<file path="config.mk">
export PLATFORM = sky130hd
export DESIGN_NAME = qspi_host_master
export DESIGN_NICKNAME = d
export VERILOG_FILES = /design/src/rtl/qspi_host_master.sv
export SDC_FILE = /design/constraint.sdc
export NUM_CORES = 1
export LEC_CHECK = 0
export ABC_AREA = 0
export CAP_MARGIN = 40
export CORE_MARGIN = 8
export CORE_UTILIZATION = 33
export CTS_BUF_LIST = sky130_fd_sc_hd__clkbuf_8
export CTS_CLUSTER_SIZE = 16
export DETAILED_ROUTE_END_ITERATION = 16
export GPL_ROUTABILITY_DRIVEN = 0
export SETUP_SLACK_MARGIN = 0.3
export SLEW_MARGIN = 20
export SYNTH_ARGS = -nofsm -noshare
export SYNTH_HDL_FRONTEND = slang
export SYNTH_SLANG_ARGS = --single-unit
</file>
<file path="constraint.sdc">
create_clock -name clk_i -period 2.7 [get_ports clk_i]
set_input_delay 0.81 -clock clk_i [delete_from_list [all_inputs] [get_ports clk_i]]
set_output_delay 0.81 -clock clk_i [all_outputs]
set_load 0.03 [all_outputs]
</file>
<file path="src/rtl/qspi_host_master.sv">
// qspi_host_master: Wishbone-slave to QSPI-master engine.
// Each accepted 16-bit Wishbone access becomes one QSPI frame:
//   CMD (8 single-bit SCK cycles) -> ADDR (8 quad) -> DUMMY (reads only)
//   -> DATA (4 quad) -> HOLD (SCK low) -> CE# high, ack -> GAP.
// Ports:
//   clk_i, reset_i            : clock, synchronous active-high reset
//   wb_cyc_i/stb_i/we_i       : Wishbone pipelined request
//   wb_adr_i, wb_dat_i        : word address, write data
//   wb_dat_o, wb_ack_o        : read data (valid with ack), completion pulse
//   wb_stall_o, wb_err_o      : busy indication, error (always 0)
//   spi_sck_o, spi_sce_o      : SCK (mode 0), CE# (active low)
//   spi_io_o, spi_io_oe       : IO output lanes and per-lane output enables
//   spi_io_i                  : IO input lanes
module qspi_host_master #(
  parameter int unsigned ADDRBITS = 26,
  parameter int unsigned DATABITS = 16,
  parameter int unsigned CLKDIV   = 2,
  parameter int unsigned DUMMY    = 4,
  parameter logic [7:0]  CMD_RD   = 8'hEB,
  parameter logic [7:0]  CMD_WR   = 8'h38
) (
  input  logic                clk_i,
  input  logic                reset_i,
  input  logic                wb_cyc_i,
  input  logic                wb_stb_i,
  input  logic                wb_we_i,
  input  logic [ADDRBITS-1:0] wb_adr_i,
  input  logic [DATABITS-1:0] wb_dat_i,
  output logic [DATABITS-1:0] wb_dat_o,
  output logic                wb_ack_o,
  output logic                wb_stall_o,
  output logic                wb_err_o,
  output logic                spi_sck_o,
  output logic                spi_sce_o,
  output logic [3:0]          spi_io_o,
  output logic [3:0]          spi_io_oe,
  input  logic [3:0]          spi_io_i
);

  typedef enum logic [2:0] {
    S_IDLE, S_CMD, S_ADDR, S_DUMMY, S_DATA, S_HOLD, S_GAP
  } state_t;

  localparam logic [8:0] PH_LAST    = 9'(CLKDIV - 1);
  localparam logic [8:0] GAP_LAST   = 9'(2 * CLKDIV - 1);
  localparam logic [5:0] DUMMY_LAST = 6'(DUMMY - 1);

  state_t              state, state_n, seq_next;
  logic [8:0]          ph, ph_n;
  logic                hi, hi_n;
  logic [5:0]          cnt, cnt_n, last_cnt;
  logic                we_q, we_n;
  logic [31:0]         adr_q, adr_n;
  logic [DATABITS-1:0] wdat_q, wdat_n, rdat_q, rdat_n, dat_o_n;
  logic                drop_q, drop_n, ack_n;
  logic [7:0]          cmd_n;
  logic                sck_n, sce_n;
  logic [3:0]          io_n, oe_n;

  assign wb_err_o = 1'b0;

  // Length of the current SCK phase and the state that follows it.
  always_comb begin
    last_cnt = 6'd3;
    seq_next = S_HOLD;
    unique case (state)
      S_CMD: begin
        last_cnt = 6'd7;
        seq_next = S_ADDR;
      end
      S_ADDR: begin
        last_cnt = 6'd7;
        seq_next = (we_q || DUMMY == 0) ? S_DATA : S_DUMMY;
      end
      S_DUMMY: begin
        last_cnt = DUMMY_LAST;
        seq_next = S_DATA;
      end
      default: ;
    endcase
  end

  always_comb begin
    state_n = state;
    ph_n    = ph;
    hi_n    = hi;
    cnt_n   = cnt;
    we_n    = we_q;
    adr_n   = adr_q;
    wdat_n  = wdat_q;
    rdat_n  = rdat_q;
    drop_n  = drop_q;
    ack_n   = 1'b0;
    dat_o_n = wb_dat_o;

    unique case (state)
      S_IDLE: begin
        if (wb_cyc_i && wb_stb_i) begin
          state_n = S_CMD;
          ph_n    = '0;
          hi_n    = 1'b0;
          cnt_n   = '0;
          we_n    = wb_we_i;
          adr_n   = 32'(wb_adr_i);
          wdat_n  = wb_dat_i;
          drop_n  = 1'b0;
        end
      end
      S_CMD, S_ADDR, S_DUMMY, S_DATA: begin
        if (ph == PH_LAST) begin
          ph_n = '0;
          if (!hi) begin
            hi_n = 1'b1;
            // This edge raises SCK: sample the slave's nibble.
            if (state == S_DATA && !we_q)
              rdat_n = {rdat_q[DATABITS-5:0], spi_io_i};
          end else begin
            hi_n = 1'b0;
            if (cnt == last_cnt) begin
              cnt_n   = '0;
              state_n = seq_next;
            end else begin
              cnt_n = cnt + 6'd1;
            end
          end
        end else begin
          ph_n = ph + 9'd1;
        end
      end
      S_HOLD: begin
        if (ph == PH_LAST) begin
          ph_n    = '0;
          state_n = S_GAP;
          ack_n   = wb_cyc_i && !drop_q;
          if (!we_q) dat_o_n = rdat_q;
        end else begin
          ph_n = ph + 9'd1;
        end
      end
      S_GAP: begin
        if (ph == GAP_LAST) begin
          ph_n    = '0;
          state_n = S_IDLE;
        end else begin
          ph_n = ph + 9'd1;
        end
      end
      default: state_n = S_IDLE;
    endcase

    // A master that drops CYC abandons the access; the frame still finishes.
    if (state != S_IDLE && !wb_cyc_i) drop_n = 1'b1;
  end

  // Pin values are decoded from the next state so the registered pins
  // always match the state the FSM is in during that cycle.
  always_comb begin
    sce_n = 1'b1;
    sck_n = 1'b0;
    io_n  = '0;
    oe_n  = '0;
    cmd_n = we_n ? CMD_WR : CMD_RD;
    unique case (state_n)
      S_CMD: begin
        sce_n = 1'b0;
        sck_n = hi_n;
        io_n  = {3'b000, cmd_n[~cnt_n[2:0]]};
        oe_n  = 4'b0001;
      end
      S_ADDR: begin
        sce_n = 1'b0;
        sck_n = hi_n;
        io_n  = 4'(adr_n >> {~cnt_n[2:0], 2'b00});
        oe_n  = 4'hF;
      end
      S_DUMMY: begin
        sce_n = 1'b0;
        sck_n = hi_n;
      end
      S_DATA: begin
        sce_n = 1'b0;
        sck_n = hi_n;
        if (we_n) begin
          io_n = 4'(wdat_n >> {~cnt_n[1:0], 2'b00});
          oe_n = 4'hF;
        end
      end
      S_HOLD: sce_n = 1'b0;
      default: ;
    endcase
  end

  always_ff @(posedge clk_i) begin
    if (reset_i) begin
      state      <= S_IDLE;
      ph         <= '0;
      hi         <= 1'b0;
      cnt        <= '0;
      we_q       <= 1'b0;
      adr_q      <= '0;
      wdat_q     <= '0;
      rdat_q     <= '0;
      drop_q     <= 1'b0;
      wb_ack_o   <= 1'b0;
      wb_stall_o <= 1'b0;
      wb_dat_o   <= '0;
      spi_sck_o  <= 1'b0;
      spi_sce_o  <= 1'b1;
      spi_io_o   <= '0;
      spi_io_oe  <= '0;
    end else begin
      state      <= state_n;
      ph         <= ph_n;
      hi         <= hi_n;
      cnt        <= cnt_n;
      we_q       <= we_n;
      adr_q      <= adr_n;
      wdat_q     <= wdat_n;
      rdat_q     <= rdat_n;
      drop_q     <= drop_n;
      wb_ack_o   <= ack_n;
      wb_stall_o <= (state_n != S_IDLE);
      wb_dat_o   <= dat_o_n;
      spi_sck_o  <= sck_n;
      spi_sce_o  <= sce_n;
      spi_io_o   <= io_n;
      spi_io_oe  <= oe_n;
    end
  end

endmodule

</file>
# [Word level (Yosys, flattened, before mapping)]
# Index checks and enable logic that the tools add are counted.
[totals] in_bits=51 word_cells=112 regBits=113 output_inout_bits=29
[classes] n_eq_ne=17 addsub=2 n_bitwise=7 shift=2 reduce_logical=26 magnitude_cmp=1 n_mux=40
[op_table] cell="$mux 32" count=2
[op_table] cell="$mux 16" count=2
[op_table] cell="$shr 32x5->4" count=1
[op_table] cell="$mux 9" count=3
[op_table] cell="$pmux 9 s3" count=1
[op_table] cell="$mux 3" count=8
[op_table] cell="$mux 6" count=4
[op_table] cell="$pmux 4 s3" count=2
[op_table] cell="$shr 16x4->4" count=1
[op_table] cell="$eq 3x3->1 const B" count=5
[op_table] cell="$eq 3x2->1 const B" count=4
[op_table] cell="$pmux 3 s4" count=1
[op_table] cell="$pmux 6 s2" count=1
[op_table] cell="$mux 1" count=10
[op_table] cell="$reduce_or 5->1" count=2
[op_table] cell="$add 9x1->9 const B" count=1
[op_table] cell="$eq 9x1->1 const B" count=1
[op_table] cell="$eq 9x2->1 const B" count=1
[op_table] cell="$pmux 3 s3" count=1
[op_table] cell="$reduce_bool 3->1" count=3
[op_table] cell="$mux 4" count=2
[op_table] cell="$mux 8" count=1
[op_table] cell="$reduce_and 4->1" count=2
[op_table] cell="$reduce_or 4->1" count=2
[op_table] cell="18 further kinds" count=34

# [Depth between registers and ports, before layout]
[logic_depth] depth_word=12 depth_mapped=12 depth_no_buf=10

# [Least setup slack after synthesis]
# Ideal clock, no wire load.
[synth_path] path_type="register -> register" start="register cnt[0]" end="register spi_io_o[0]" path_stages_with_launch=12 path_slack_ns=0.118 period_less_slack_ns=2.582 n_path_buf=2 setup_ns=0.131 required_ns=2.569 arrival_ns=2.451 path_cell_list="dfxtp_1 > ha_1 > nor4b_2 > or4b_4 > and2_4 > buf_6 > a41oi_1 > buf_4 > and2_4 > a21boi_2 > o221ai_2 > o211ai_1"
[synth_via] elab_chain_cells=9 word_cells_on_any_way=22 cone_classes="1 x add/sub; 4 x eq/ne; 2 x shift; 13 x mux; 2 x bitwise"
[synth_rtl] item="start: declaration" line_no="51" text="logic [5:0] cnt, cnt_n, last_cnt;"
[synth_rtl] item="start signal: assignment" line_no="215" text="cnt <= cnt_n;"
[synth_rtl] item="$add 6x1->6 / $eq 6x6->1 (equally long branches)" line_no="123, 119"
[synth_rtl] item="$mux 6" line_no="119" text="if (cnt == last_cnt) begin"
[synth_rtl] item="$mux 6" line_no="112" text="if (!hi) begin"
[synth_rtl] item="$mux 6" line_no="110" text="if (ph == PH_LAST) begin"
[synth_rtl] item="$pmux 6 s2" line_no="96" text="unique case (state)"
[synth_rtl] item="$not 2->2 / $not 3->3 (equally long branches)" line_no="184, 167, 173"
[synth_rtl] item="$shr 16x4->4 / $bmux 1 s3 (equally long branches)" line_no="184, 167"
[synth_rtl] item="$mux 4 / $mux 1 (equally long branches)" line_no="183, 167"
[synth_rtl] item="$pmux 4 s3 (*)" line_no="163" text="unique case (state_n)"
[synth_rtl] item="end signal: assignment" line_no="226" text="spi_io_o <= io_n;"
[synth_rtl] item="end: declaration" line_no="35" text="output logic [3:0] spi_io_o,"
# Every way passes the cells marked *; elsewhere a longest branch is shown, timed or not. The select of a mux whose other input is x is not followed.
# A chain may end at the register's enable or synchronous reset.

# [Worst setup path in the final report]
[layout_path] start="register cnt[0]" end="register spi_io_o[1]"
[layout_via] elab_chain_cells=9 word_cells_on_any_way=20 cone_classes="1 x add/sub; 4 x eq/ne; 2 x shift; 11 x mux; 2 x bitwise"
[layout_rtl] item="$add 6x1->6 / $eq 6x6->1 (equally long branches)" line_no="123, 119"
[layout_rtl] item="$mux 6" line_no="119"
[layout_rtl] item="$mux 6" line_no="112"
[layout_rtl] item="$mux 6" line_no="110"
[layout_rtl] item="$pmux 6 s2" line_no="96"
[layout_rtl] item="$not 2->2" line_no="184" text="io_n = 4'(wdat_n >> {~cnt_n[1:0], 2'b00});"
[layout_rtl] item="$shr 16x4->4" line_no="184"
[layout_rtl] item="$mux 4" line_no="183" text="if (we_n) begin"
[layout_rtl] item="$pmux 4 s3 (*)" line_no="163"
# Marked as above.

==> implementation parameters <==
Parameter                              Value

Outcome
  Outcome ... complete, no violations

Logic synthesis
  Mapped Cells ... 616
  Post-synthesis instance area ... 4846 sq um
  Synthesis-stage register bit count ... 111
  Number of nets produced by synthesis ... 671
  Avg Inst Size Synth ... 7.867 sq um
  Count of distinct cell types in the synthesized netlist ... 63
  Top FF cell, synth ... dfxtp_1
  Fraction of synthesized cell area taken by the top area cell type ... 45.86%
  Fraction of the yosys area taken by sequential cells ... 45.86%
  Number of enable flip-flop cells after synthesis ... 0
  Top cell type by total area after synthesis ... dfxtp_1
  Yosys synthesis warning count ... 0
  Cell types with the largest area share after synthesis ... dfxtp_1, nand2_1, a21oi_1
  Leading post-synthesis cells by instance count ... nand2_1, dfxtp_1, a21oi_1, nor2_1, clkbuf_1
  Proportion of register bits with asynchronous set or reset after synthesis ... 0%
  Most frequently used cell type in the post-synthesis netlist ... nand2_1

GRT
  Most Used Layer, Global Route ... met2
  Initial antenna violation count ... 0
  Met3 track demand over resource ... 3.611%
  Leftover overflow at the end of global routing ... 0
  Met2 Track Usage GR ... 24.59%
  Maximum number of pins on one net before global-route repair ... 52
  Global routing met1 resource utilization ... 17.25%
  Vias in the first global route ... 4470
  First-pass GRT wire length ... 21.68 mm
  Total GRT Usage ... 14.45%

Final layout
  Layout overhead on the synthesized area ... 34.06%
  Final-layout fill cell count ... 1456
  Fraction of layout cells with a size suffix above 1 ... 15.89%
  Layout Cell Area excl Fill ... 6496 sq um
  Final-stage net count ... 780
  Number of diodes ... 0

CTS
  Latest clock arrival within the worst-skew pair ... 0.39 ns
  CTS tree ... done
  Clock slew seen by the registers of the worst setup and hold paths ... 0.10 ns
  Max Buffers Root-to-Sink ... 2
  Clock root cell ... clkbuf_8
  Max H-tree Level ... 3
  # clock sinks ... 111
  Inserted Clock Buffers ... 9

Power
  Max rail drop VDD ... 0.2204 mV
  Total power divided by cell area ... 455.3 nW/um^2
  Final Total Pwr ... 2.957 mW
  Leakage dissipation ... 2.354 nW

Run
  Count of maximum capacitance violations ... 0

Timing
  Final-layout worst hold slack ... 0.4599 ns
  Measured slew at the worst slew-check pin ... 0.5367 ns
  Max-slew headroom at the worst pin ... 64.22%
  Setup repair after global routing missed its margin ... yes
  Final Slew Violations ... 0
  Setup clock skew after layout ... 0.01325 ns
  Final setup violation count ... 0
  Fmax achieved ... 0.3841 GHz
  Tmin final ... 2.603 ns
  Hold Vio Cnt, Final ... 0
  Portion of the clock cycle consumed by the worst path in the final layout ... 96.42%
  Setup tns final ... 0 ns

Floorplanning
  Number of rows created at floorplan ... 44
  Total core area ... 14420 sq um
  Die Span X ... 137.2 um
  Effective utilization at floorplan ... 33.60%
  Vertical die dimension ... 137.2 um
  Die Footprint ... 18820 sq um
  Num ports ... 80

Route
  Vias per inst ... 4.939
  Drt total wl ... 13.36 mm
  Number of design rule violations left after detail routing ... 0
  Number of routed nets with antenna violations ... 0
  WL/cell ... 14.62 um
  Total vias in the final route ... 4514
  Number of DRC violations after detailed-routing iteration 0 ... 273
  Number of detailed-route iterations in the first pass ... 6

Setup path
  Arrival time worst endpoint ... 2.89 ns
  Data required time of the worst path ... 2.98 ns
  Worst reg2reg path depth ... 9
  Startpoint of the worst register-to-register path ... cnt[0]$_SDFF_PP0_
  Crit Path Max Fanout ... 4
  Category of the critical setup timing path ... reg2reg
  Register-to-register setup slack ... 0.1 ns
  Kind of end point of the critical path ... flop
  Critical path launch point type ... flop
  FF-to-FF End ... spi_io_o[1]$_SDFF_PP0_

Worst hold path
  Terminating pin of the worst hold path ... wdat_q[4]$_SDFF_PP0_
  Cells on Worst Hold Path ... 2
  Start point of the worst min-delay path ... wdat_q[4]$_SDFF_PP0_
  Worst hold path class ... reg2reg

Placed design
  Port-buffer cells ... 78
  HPWL after detailed placement ... 9.851 mm
  Placed inst area ... 6051 sq um
## state kept, by name, summed over array words and instances, names as in the netlist, 2 cells and up
signal / flops
state: 3
adr_q: 32
wb_dat_o: 16
spi_io_o: 4
cnt: 6
ph: 9
spi_io_oe: 2
rdat_q: 16
wdat_q: 16
## power by group
part | internal [mW] | total (mW) | switching [mW]
registers | 1.68 | 1.70 | 0.0276
clock network | 0.338 | 0.905 | 0.567
logic | 0.176 | 0.349 | 0.173
total | 2.19 | 2.96 | 0.767
## through the flow
stage / worst slack (ns) / cells / utilization (%)
after floorplan: 0.2771 / 616 / -
after global placement: -0.1935 / 881 / 41.95
after detailed placement: -0.3975 / 881 / 41.95
after CTS: 0.1221 / 910 / 44.54
after global routing: 0.03177 / 914 / 45.04
final: 0.09663 / 914 / 45.04
## placed cells by master (no fill, tap or decap), drive strengths merged, types with 2 or more instances in the layout
cell type	n
and2	9
clkbuf	9
o2111ai	2
nand2	181
a31oi	10
a21boi	2
and3	6
nor2	47
nand3	15
nor3	9
a211o	2
xor2	4
inv	11
a21oi	81
o21a	2
xnor2	6
nor4	3
nand4	5
or2	2
mux2i	13
ha	4
nand2b	2
nor2b	3
o21ai	10
o221ai	3
or3	2
clkdlybuf4s50	75
nor4b	2
buf	63
o22ai	5
a21o	2
o211ai	4
a211oi	2
dlymetal6s2s	2
dfxtp	111
## critical path, cell delays in order, from the launching register on
cell and delay [ns]:
dfxtp_4 0.38, ha_4 0.13, nor4b_4 0.25, or4b_4 0.55, a211o_1 0.31, a32oi_2 0.20, and2_4 0.21, and4bb_2 0.29
o21ai_1 0.09, o311ai_1 0.08
## repair_timing
item / in CTS / in global routing
hold buffers: 0 / 0
pin swaps: 23 / 6
gates cloned: 0 / 0
gates resized for setup: 25 / 12
setup endpoints to repair: 27 / 11
setup buffers: 13 / 4
## layout make-up
| type | count | area (sq um) | share of cell area, % |
|---|---|---|---|
| repair buffers | 140 | 1285 | 19.78 |
| inverters | 6 | 22.52 | 0.3467 |
| multi-input cells | 457 | 2557 | 39.37 |
| flip-flops and latches | 111 | 2231 | 34.34 |
| well taps | 184 | 230.2 | 3.544 |
| clock inverters | 7 | 46.29 | 0.7126 |
| clock buffers | 9 | 123.9 | 1.907 |
## logic make-up after synthesis
logic type	Yosys count	synth area share (%)
XOR/XNOR	10	1.807
flip-flops	111	45.86
AO/OA/AOI/OAI	136	17.17
other	1	0.07739
multiplexers	13	2.685
AND/OR/NAND/NOR	293	26.72
buffers and inverters	48	4.647
adder cells (fa/ha/maj)	4	1.033
## worst max path at each step
stage,startpoint,end,slack (ns),cells past startpoint
after global routing,cnt[1]$_SDFF_PP0_,spi_io_o[0]$_SDFF_PP0_,0.03,9
after floorplan,cnt[0]$_SDFF_PP0_,spi_io_o[0]$_SDFF_PP0_,0.28,11
after global placement,wb_stb_i,spi_io_o[0]$_SDFF_PP0_,-0.19,7
final,cnt[0]$_SDFF_PP0_,spi_io_o[1]$_SDFF_PP0_,0.1,9
after detailed placement,wb_cyc_i,spi_io_o[0]$_SDFF_PP0_,-0.40,9
after CTS,cnt[0]$_SDFF_PP0_,spi_io_o[0]$_SDFF_PP0_,0.12,10
## per-layer routing
metal  up-vias  wire (um)
li1       2304          -
met1      2101       6157
met2        95       6417
met3        14        604
met4         0        184
met5         -          0
No activity file was read; power rests on OpenSTA's default activity.
